`src/rtl/fifo_arb_pkg.sv`:
```
// Shared definitions for the FIFO write-port arbiter and the FIFO instance it feeds.
package fifo_arb_pkg;

  localparam int DATA_WIDTH       = 8;
  localparam int FIFO_DEPTH_WIDTH = 5;
  localparam int FIFO_DEPTH       = 1 << FIFO_DEPTH_WIDTH;

  typedef enum logic {
    IDLE  = 1'b0,
    BURST = 1'b1
  } arb_state_t;

  // Width needed to index 'value' items; never returns less than 1.
  function automatic int clog2(input int value);
    int w;
    w = 1;
    while ((1 << w) < value) w++;
    return w;
  endfunction

endpackage

```
`src/rtl/fifo_write_arbiter_rr_pick.sv`:
```
// Circular first-set search: lowest set request at or after i_rr_ptr, wrapping modulo NUM_REQ.
module rr_pick
  import fifo_arb_pkg::*;
#(
  parameter  int NUM_REQ = 4,
  localparam int IDX_W   = clog2(NUM_REQ)
) (
  input  logic [NUM_REQ-1:0] i_req,
  input  logic [IDX_W-1:0]   i_rr_ptr,
  output logic [IDX_W-1:0]   o_idx,
  output logic               o_any
);

  int w_cand;

  // NOTE: every output gets a default before the loop so no latch is inferred.
  always_comb begin
    o_idx  = '0;
    o_any  = |i_req;
    w_cand = 0;
    // Walk from the farthest offset down so the nearest hit is assigned last.
    for (int k = NUM_REQ - 1; k >= 0; k--) begin
      w_cand = int'(i_rr_ptr) + k;
      if (w_cand >= NUM_REQ) w_cand = w_cand - NUM_REQ;
      if (i_req[w_cand]) o_idx = IDX_W'(w_cand);
    end
  end

endmodule

```
`src/rtl/fifo_write_arbiter.sv`:
```
// Round-robin burst arbiter sharing one FIFO write port; every write is gated by full in the same cycle.
module fifo_write_arbiter #(
  parameter  int NUM_REQ    = 4,
  parameter  int DATA_WIDTH = fifo_arb_pkg::DATA_WIDTH,
  parameter  int MAX_BURST  = 8,
  localparam int IDX_W      = fifo_arb_pkg::clog2(NUM_REQ),
  localparam int CNT_W      = fifo_arb_pkg::clog2(MAX_BURST + 1)
) (
  input  logic                          clk_write,
  input  logic                          rst_n,
  input  logic [NUM_REQ-1:0]            req,
  input  logic [NUM_REQ*DATA_WIDTH-1:0] data_in,
  output logic [NUM_REQ-1:0]            ack,
  input  logic                          full,
  output logic                          write,
  output logic [DATA_WIDTH-1:0]         data_write,
  output logic [IDX_W-1:0]              owner,
  output logic                          busy
);

  localparam logic [IDX_W-1:0] LAST_IDX  = IDX_W'(NUM_REQ - 1);
  localparam logic [CNT_W-1:0] LAST_BEAT = CNT_W'(MAX_BURST - 1);

  fifo_arb_pkg::arb_state_t r_state;
  logic [IDX_W-1:0]         r_owner;
  logic [IDX_W-1:0]         r_rr_ptr;
  logic [CNT_W-1:0]         r_beat_cnt;

  logic [IDX_W-1:0]         w_pick_idx;
  logic                     w_pick_any;
  logic                     w_owner_req;
  logic                     w_write;
  logic [IDX_W-1:0]         w_next_ptr;

  rr_pick #(
    .NUM_REQ (NUM_REQ)
  ) u_rr_pick (
    .i_req    (req),
    .i_rr_ptr (r_rr_ptr),
    .o_idx    (w_pick_idx),
    .o_any    (w_pick_any)
  );

  assign w_owner_req = req[r_owner];
  assign w_write     = (r_state == fifo_arb_pkg::BURST) && w_owner_req && !full;
  assign w_next_ptr  = (r_owner == LAST_IDX) ? '0 : r_owner + IDX_W'(1);

  assign write = w_write;
  assign owner = r_owner;
  assign busy  = (r_state == fifo_arb_pkg::BURST);

  always_comb begin
    ack        = '0;
    data_write = '0;
    if (w_write) begin
      ack[r_owner] = 1'b1;
      data_write   = data_in[int'(r_owner)*DATA_WIDTH +: DATA_WIDTH];
    end
  end

  // NOTE: sequential state uses non-blocking assignments only, so every register sees pre-edge values.
  always_ff @(posedge clk_write or negedge rst_n) begin
    if (!rst_n) begin
      r_state    <= fifo_arb_pkg::IDLE;
      r_owner    <= '0;
      r_rr_ptr   <= '0;
      r_beat_cnt <= '0;
    end else begin
      case (r_state)
        fifo_arb_pkg::IDLE: begin
          if (w_pick_any) begin
            r_owner    <= w_pick_idx;
            r_beat_cnt <= '0;
            r_state    <= fifo_arb_pkg::BURST;
          end
        end
        fifo_arb_pkg::BURST: begin
          // Release outranks full; a full FIFO only stalls the burst.
          if (!w_owner_req) begin
            r_state  <= fifo_arb_pkg::IDLE;
            r_rr_ptr <= w_next_ptr;
          end else if (!full) begin
            if (r_beat_cnt == LAST_BEAT) begin
              r_state  <= fifo_arb_pkg::IDLE;
              r_rr_ptr <= w_next_ptr;
            end else begin
              r_beat_cnt <= r_beat_cnt + CNT_W'(1);
            end
          end
        end
        default: r_state <= fifo_arb_pkg::IDLE;
      endcase
    end
  end

  a_no_write_when_full: assert property (@(posedge clk_write) disable iff (!rst_n) full |-> !write);
  a_ack_onehot0:        assert property (@(posedge clk_write) disable iff (!rst_n) $onehot0(ack));
  a_owner_range:        assert property (@(posedge clk_write) disable iff (!rst_n) int'(r_owner) < NUM_REQ);

endmodule

```
`config.mk`:
```
export PLATFORM = sky130hd
export DESIGN_NAME = fifo_write_arbiter
export DESIGN_NICKNAME = d
export VERILOG_FILES = /design/src/rtl/fifo_arb_pkg.sv /design/src/rtl/fifo_write_arbiter_rr_pick.sv /design/src/rtl/fifo_write_arbiter.sv
export SDC_FILE = /design/constraint.sdc
export NUM_CORES = 1
export LEC_CHECK = 0
export BUFFER_PORTS_ARGS = -buffer_cell sky130_fd_sc_hd__buf_2
export CAP_MARGIN = 20
export CORE_UTILIZATION = 43
export CTS_CLUSTER_SIZE = 40
export DETAILED_ROUTE_END_ITERATION = 16
export HOLD_SLACK_MARGIN = 0.08
export PLACE_DENSITY = 0.8
export SLEW_MARGIN = 20
export SYNTH_ARGS = -nofsm -noshare
export SYNTH_HDL_FRONTEND = slang
export SYNTH_SLANG_ARGS = --single-unit
```
`constraint.sdc`:
```
create_clock -name clk_write -period 2.04 [get_ports clk_write]
set_input_delay 0.102 -clock clk_write [delete_from_list [all_inputs] [get_ports clk_write]]
set_output_delay 0.102 -clock clk_write [all_outputs]
set_load 0.03 [all_outputs]
```
# Word-level counts from Yosys, hierarchy flattened
# Cells that the tools add are included.
[op_classes] n_shift=1 n_bitwise=1 n_mux=40 order_cmp=10 eq_ne=8 n_addsub=9 n_reduce_logical=8
[op_table] op="$lt 32x4->1 const B" count=4
[op_table] op="$mux 32" count=4
[op_table] op="$ge 32x4->1 const B" count=3
[op_table] op="$sub 32x4->32 const B" count=3
[op_table] op="$shiftx 32x6->8" count=1
[op_table] op="$mux 4" count=5
[op_table] op="$mux 2" count=8
[op_table] op="$mux 1" count=14
[op_table] op="$bmux 1 s2" count=5
[op_table] op="$mux 8" count=1
[op_table] op="$pmux 4 s2" count=1
[op_table] op="$add 2x2->3 const B" count=2
[op_table] op="$ne 2x1->1 const B" count=3
[op_table] op="$ne 2x2->1 const B" count=3
[op_table] op="$add 4x1->4 const B" count=1
[op_table] op="$eq 4x3->1 const B" count=1
[op_table] op="$reduce_and 4->1" count=1
[op_table] op="$reduce_or 4->1" count=1
[op_table] op="$sub 2x3->4 const B" count=1
[op_table] op="$add 2x1->3 const B" count=1
[op_table] op="$ge 2x3->1 const B" count=1
[op_table] op="$logic_and 1x1->1" count=3
[op_table] op="$lt 2x3->1 const B" count=1
[op_table] op="$reduce_and 3->1" count=1
[op_table] op="other kinds (8)" count=8
[word_totals] inputBits=39 out_inout_bits=16 register_bits=9

# Depth between registers and ports, before layout
[depth] ltp_word=10 depth_mapped=6 mapped_depth_nobuf=5

# By module
# Synthesis repeated with hierarchy kept, for this count alone.
[unflattened] cells_unflattened=89 area_unflattened_um2=923.4
[modules_own_cells] mod="fifo_write_arbiter" area_each_um2=845.8 seq_area_each_um2=225.2 cells_each=76 instances=1
[modules_own_cells] mod="rr_pick" area_each_um2=77.6 seq_area_each_um2=0.0 cells_each=13 instances=1

# Worst setup path after synthesis
# Ideal clock, no wire load.
[synth_timing] path_kind="register to output" from="register r_owner[0], in the netlist owner[0]" to="output data_write[1]" stages_incl_launch_ff=5 arrival_ns=1.698 path_slack_ns=0.240 path_buffers=2 path_cell_list="dfrtp_1 > buf_2 > buf_4 > mux4_2 > nor2b_1"
[synth_between] elab_chain_len=5 word_cells_on_any_way=6 cone_classes="shift (1); mux (3); reduce/logical (2)"
[synth_rtl] item="start: declaration" line="fifo_write_arbiter.sv:25" text="logic [IDX_W-1:0] r_owner;"
[synth_rtl] item="start signal: assignment" line="fifo_write_arbiter.sv:72" text="r_owner <= w_pick_idx;"
[synth_rtl] item="branches (longest 4 deep; another with $shiftx 32x6->8)"
[synth_rtl] item="$mux 8 *" line="fifo_write_arbiter.sv:55" text="if (w_write) begin"
[synth_rtl] item="end: declaration" line="fifo_write_arbiter.sv:16" text="output logic [DATA_WIDTH-1:0] data_write,"
# Every way passes the cells marked *. The select of a mux whose other input is x is not followed.

# Worst setup path after layout
[layout_timing] from="register r_owner[0], in the netlist owner[0]" to="output data_write[4]"
# The elaborated chain is that of the path after synthesis.

==> results.ini <==
[run_status]
outcome=completed

[setup_path]
r2r_start=r_beat_cnt[0]
crit_required_ps=1940
cp.arrival_ps=1800
start_kind=flop
crit_chain=buf_4 -> mux4_2 -> nor2b_1 -> buf_2
crit_path_end_kind=primary output
critPathKind=flop to primary output
critPathSlowestCell=mux4_2
timing.rr.end=r_rr_ptr[1]
startpoint=owner[0]
rr_worst_depth=5
crit_end=data_write[4]
cp_max_fo=13
critPathMaxStageDelay_ps=510
r2r_slack_ps=380

[hold_path]
holdCritStartpoint=req[1]
hold_class=primary input to flop

[timing]
rsz0062_at_grt=false
relSlewSlack=0.770
fin_setup_tns_ps=0
tightest_slew_ps=335
whs_ps=202
period_needed_ps=1910
setup_viol=0
final_hold_viol_count=0
fmax_mhz=525
drv_slew=0
worst_slack_ps=134
finClkSkew_ps=0.202
fin_crit_sh=0.934

[place]
gp_congestion=0.902
hpwlAfterDp_um=1850
placed_area_mm2=0.00122
io_buffers=54
dp.cells=168
place_ws_ps=391

[cells_and_area]
final_common_cell=buf_2
fin_cells=173
n_antenna_cell=0
syn2layout_area_growth_pct=38.5
layout-drive-gt1-share=0.527
fillers=184
final_cell_mix=54 x buf_2, 13 x nor2b_1, 9 x dfrtp_1
final_core_util=0.638
finalNetCount=191
final_area_mm2=0.00125

[synthesis]
netlist_area_um2=905
ys_types=32
avgSynthCellArea_um2=10.4
yosysSeqAreaShare=0.249
synth_seq_cells=9
synth_top_family_by_area=multiplexers
ys_warn_count=0
synth_fa_ha_area_frac=0.0692
synth_cells=87
synth_compound_area_frac=0.109
yosys.area_share.simple=0.234
syn_nets=131
synth_xor_area_frac=0
muxShareOfSynthArea=0.281

[clock_network]
clk_path_buf_depth=2
cts_resized=0
h-tree-depth=1
post-cts-setup-buffers=0
cts_tree=done
cts.clk_slew.worst_paths_ps=60
worstSkewPairLatency_ps=270
cts_buffers=3
cts_sinks=9
root_buffer=clkbuf_4

[floorplan]
dieArea_mm2=0.00229
rows=16
ios=55
die_w_um=47.9
core_area_mm2=0.00196
die_y_um=47.9
initial_utilization=0.461

[pwr]
powerDensity_mw_per_mm2=1250
p_total_mw=1.57
p_leak_nw=0.640
peakVddDrop_uv=853

[routing]
ant_nets=0
wl_per_cell_um=13.3
remaining_drc_errors=0
drtIter0Drc=26
num_vias=891
dr.pass1.iters=4
via_per_inst=5.15
routed_wl_um=2290

[grt]
antenna_found_initial=0
grt_pass1_wl_um=3020
grt_util_all_layers=0.185
grt_max_degree=14
overflow=0
grt_pass1_vias=741

[run]
cap_violations=0

-- layout make-up --
class                           instances  area (um2)  area share
Sequential cell                         9         225       0.180
Timing Repair Buffer                   60         318       0.254
Tap cell                               27        33.8      0.0270
Clock buffer                            4        26.3      0.0210
Multi-Input combinational cell         67         627       0.500
Inverter                                6        22.5      0.0180
-- logic make-up (layout without fill, tap and decap cells) --
| family | after synthesis | count (layout) |
|---|---|---|
| flip-flops | 9 | 9 |
| AO/OA/AOI/OAI | 12 | 12 |
| AND/OR/NAND/NOR | 35 | 35 |
| multiplexers | 15 | 15 |
| adder cells (fa/ha/maj) | 5 | 5 |
| buffers and inverters | 11 | 70 |
-- flip-flops by register name, indices dropped and copies added (netlist names) --
signal      count
r_beat_cnt      4
owner           2
r_rr_ptr        2
busy            1
-- worst min path at each step --
stage | to | slack (ps) | cells after the start
floorplan | busy | -190 | 0
global placement | busy | -40 | 1
detailed placement | r_rr_ptr[0] | -40 | 1
CTS | owner[0] | 180 | 3
global route | busy | 220 | 2
finish | owner[0] | 200 | 3
-- layer usage --
layer,vias to the layer above,part of all wire,GRT usage
met4,0,0.014,0.0778
met2,49,0.46,0.308
met3,4,0.11,0.0189
met5,-,0,0
met1,403,0.41,0.245
li1,435,-,-
-- power by group --
| part | switching [mW] | leakage (nW) | internal, mW |
|---|---|---|---|
| Combinational | 0.560 | 0.514 | 0.513 |
| Clock | 0.0694 | 0.0150 | 0.0758 |
| Sequential | 0.0941 | 0.110 | 0.254 |
| Total | 0.724 | 0.640 | 0.843 |
-- worst max-delay path: cells and delay by family, from the launching register on --
| kind | cells | cell delay, ps |
|---|---|---|
| AND/OR/NAND/NOR | 1 | 140 |
| flip-flops | 1 | 440 |
| multiplexers | 1 | 510 |
| buffers and inverters | 2 | 440 |
-- cell usage after synthesis --
| cell | number | share of area |
|---|---|---|
| a21boi_0 | 1 | 0.0083 |
| a21oi_1 | 3 | 0.017 |
| a2bb2oi_2 | 1 | 0.017 |
| a311o_1 | 1 | 0.011 |
| a311oi_2 | 1 | 0.017 |
| and2_1 | 1 | 0.0069 |
| buf_2 | 2 | 0.011 |
| buf_4 | 2 | 0.017 |
| clkbuf_2 | 1 | 0.0055 |
| dfrtp_1 | 9 | 0.25 |
| ha_1 | 5 | 0.069 |
| inv_1 | 6 | 0.025 |
| mux2_1 | 1 | 0.012 |
| mux2_2 | 2 | 0.025 |
| mux2i_1 | 4 | 0.044 |
| mux4_2 | 8 | 0.20 |
| nand2_1 | 5 | 0.021 |
| nand2b_1 | 2 | 0.014 |
| nand2b_4 | 1 | 0.015 |
| nand3_1 | 1 | 0.0055 |
| nand3b_1 | 2 | 0.017 |
| nor2_1 | 3 | 0.012 |
| nor2b_1 | 13 | 0.090 |
| nor3_1 | 3 | 0.017 |
| nor3b_1 | 1 | 0.0083 |
| nor3b_2 | 1 | 0.014 |
| nor4_1 | 1 | 0.0069 |
| o211ai_1 | 1 | 0.0083 |
| o21ai_0 | 1 | 0.0055 |
| o31ai_1 | 2 | 0.017 |
| o41ai_1 | 1 | 0.0097 |
| or2_2 | 1 | 0.0069 |
-- what timing repair did --
action / 4_1_cts / 5_1_grt
endpoints found under the hold margin: 9 / 0
endpoints found under the setup margin: 0 / 0
hold buffers: 1 / 0
Note: power is estimated with default switching activity, not from simulation.
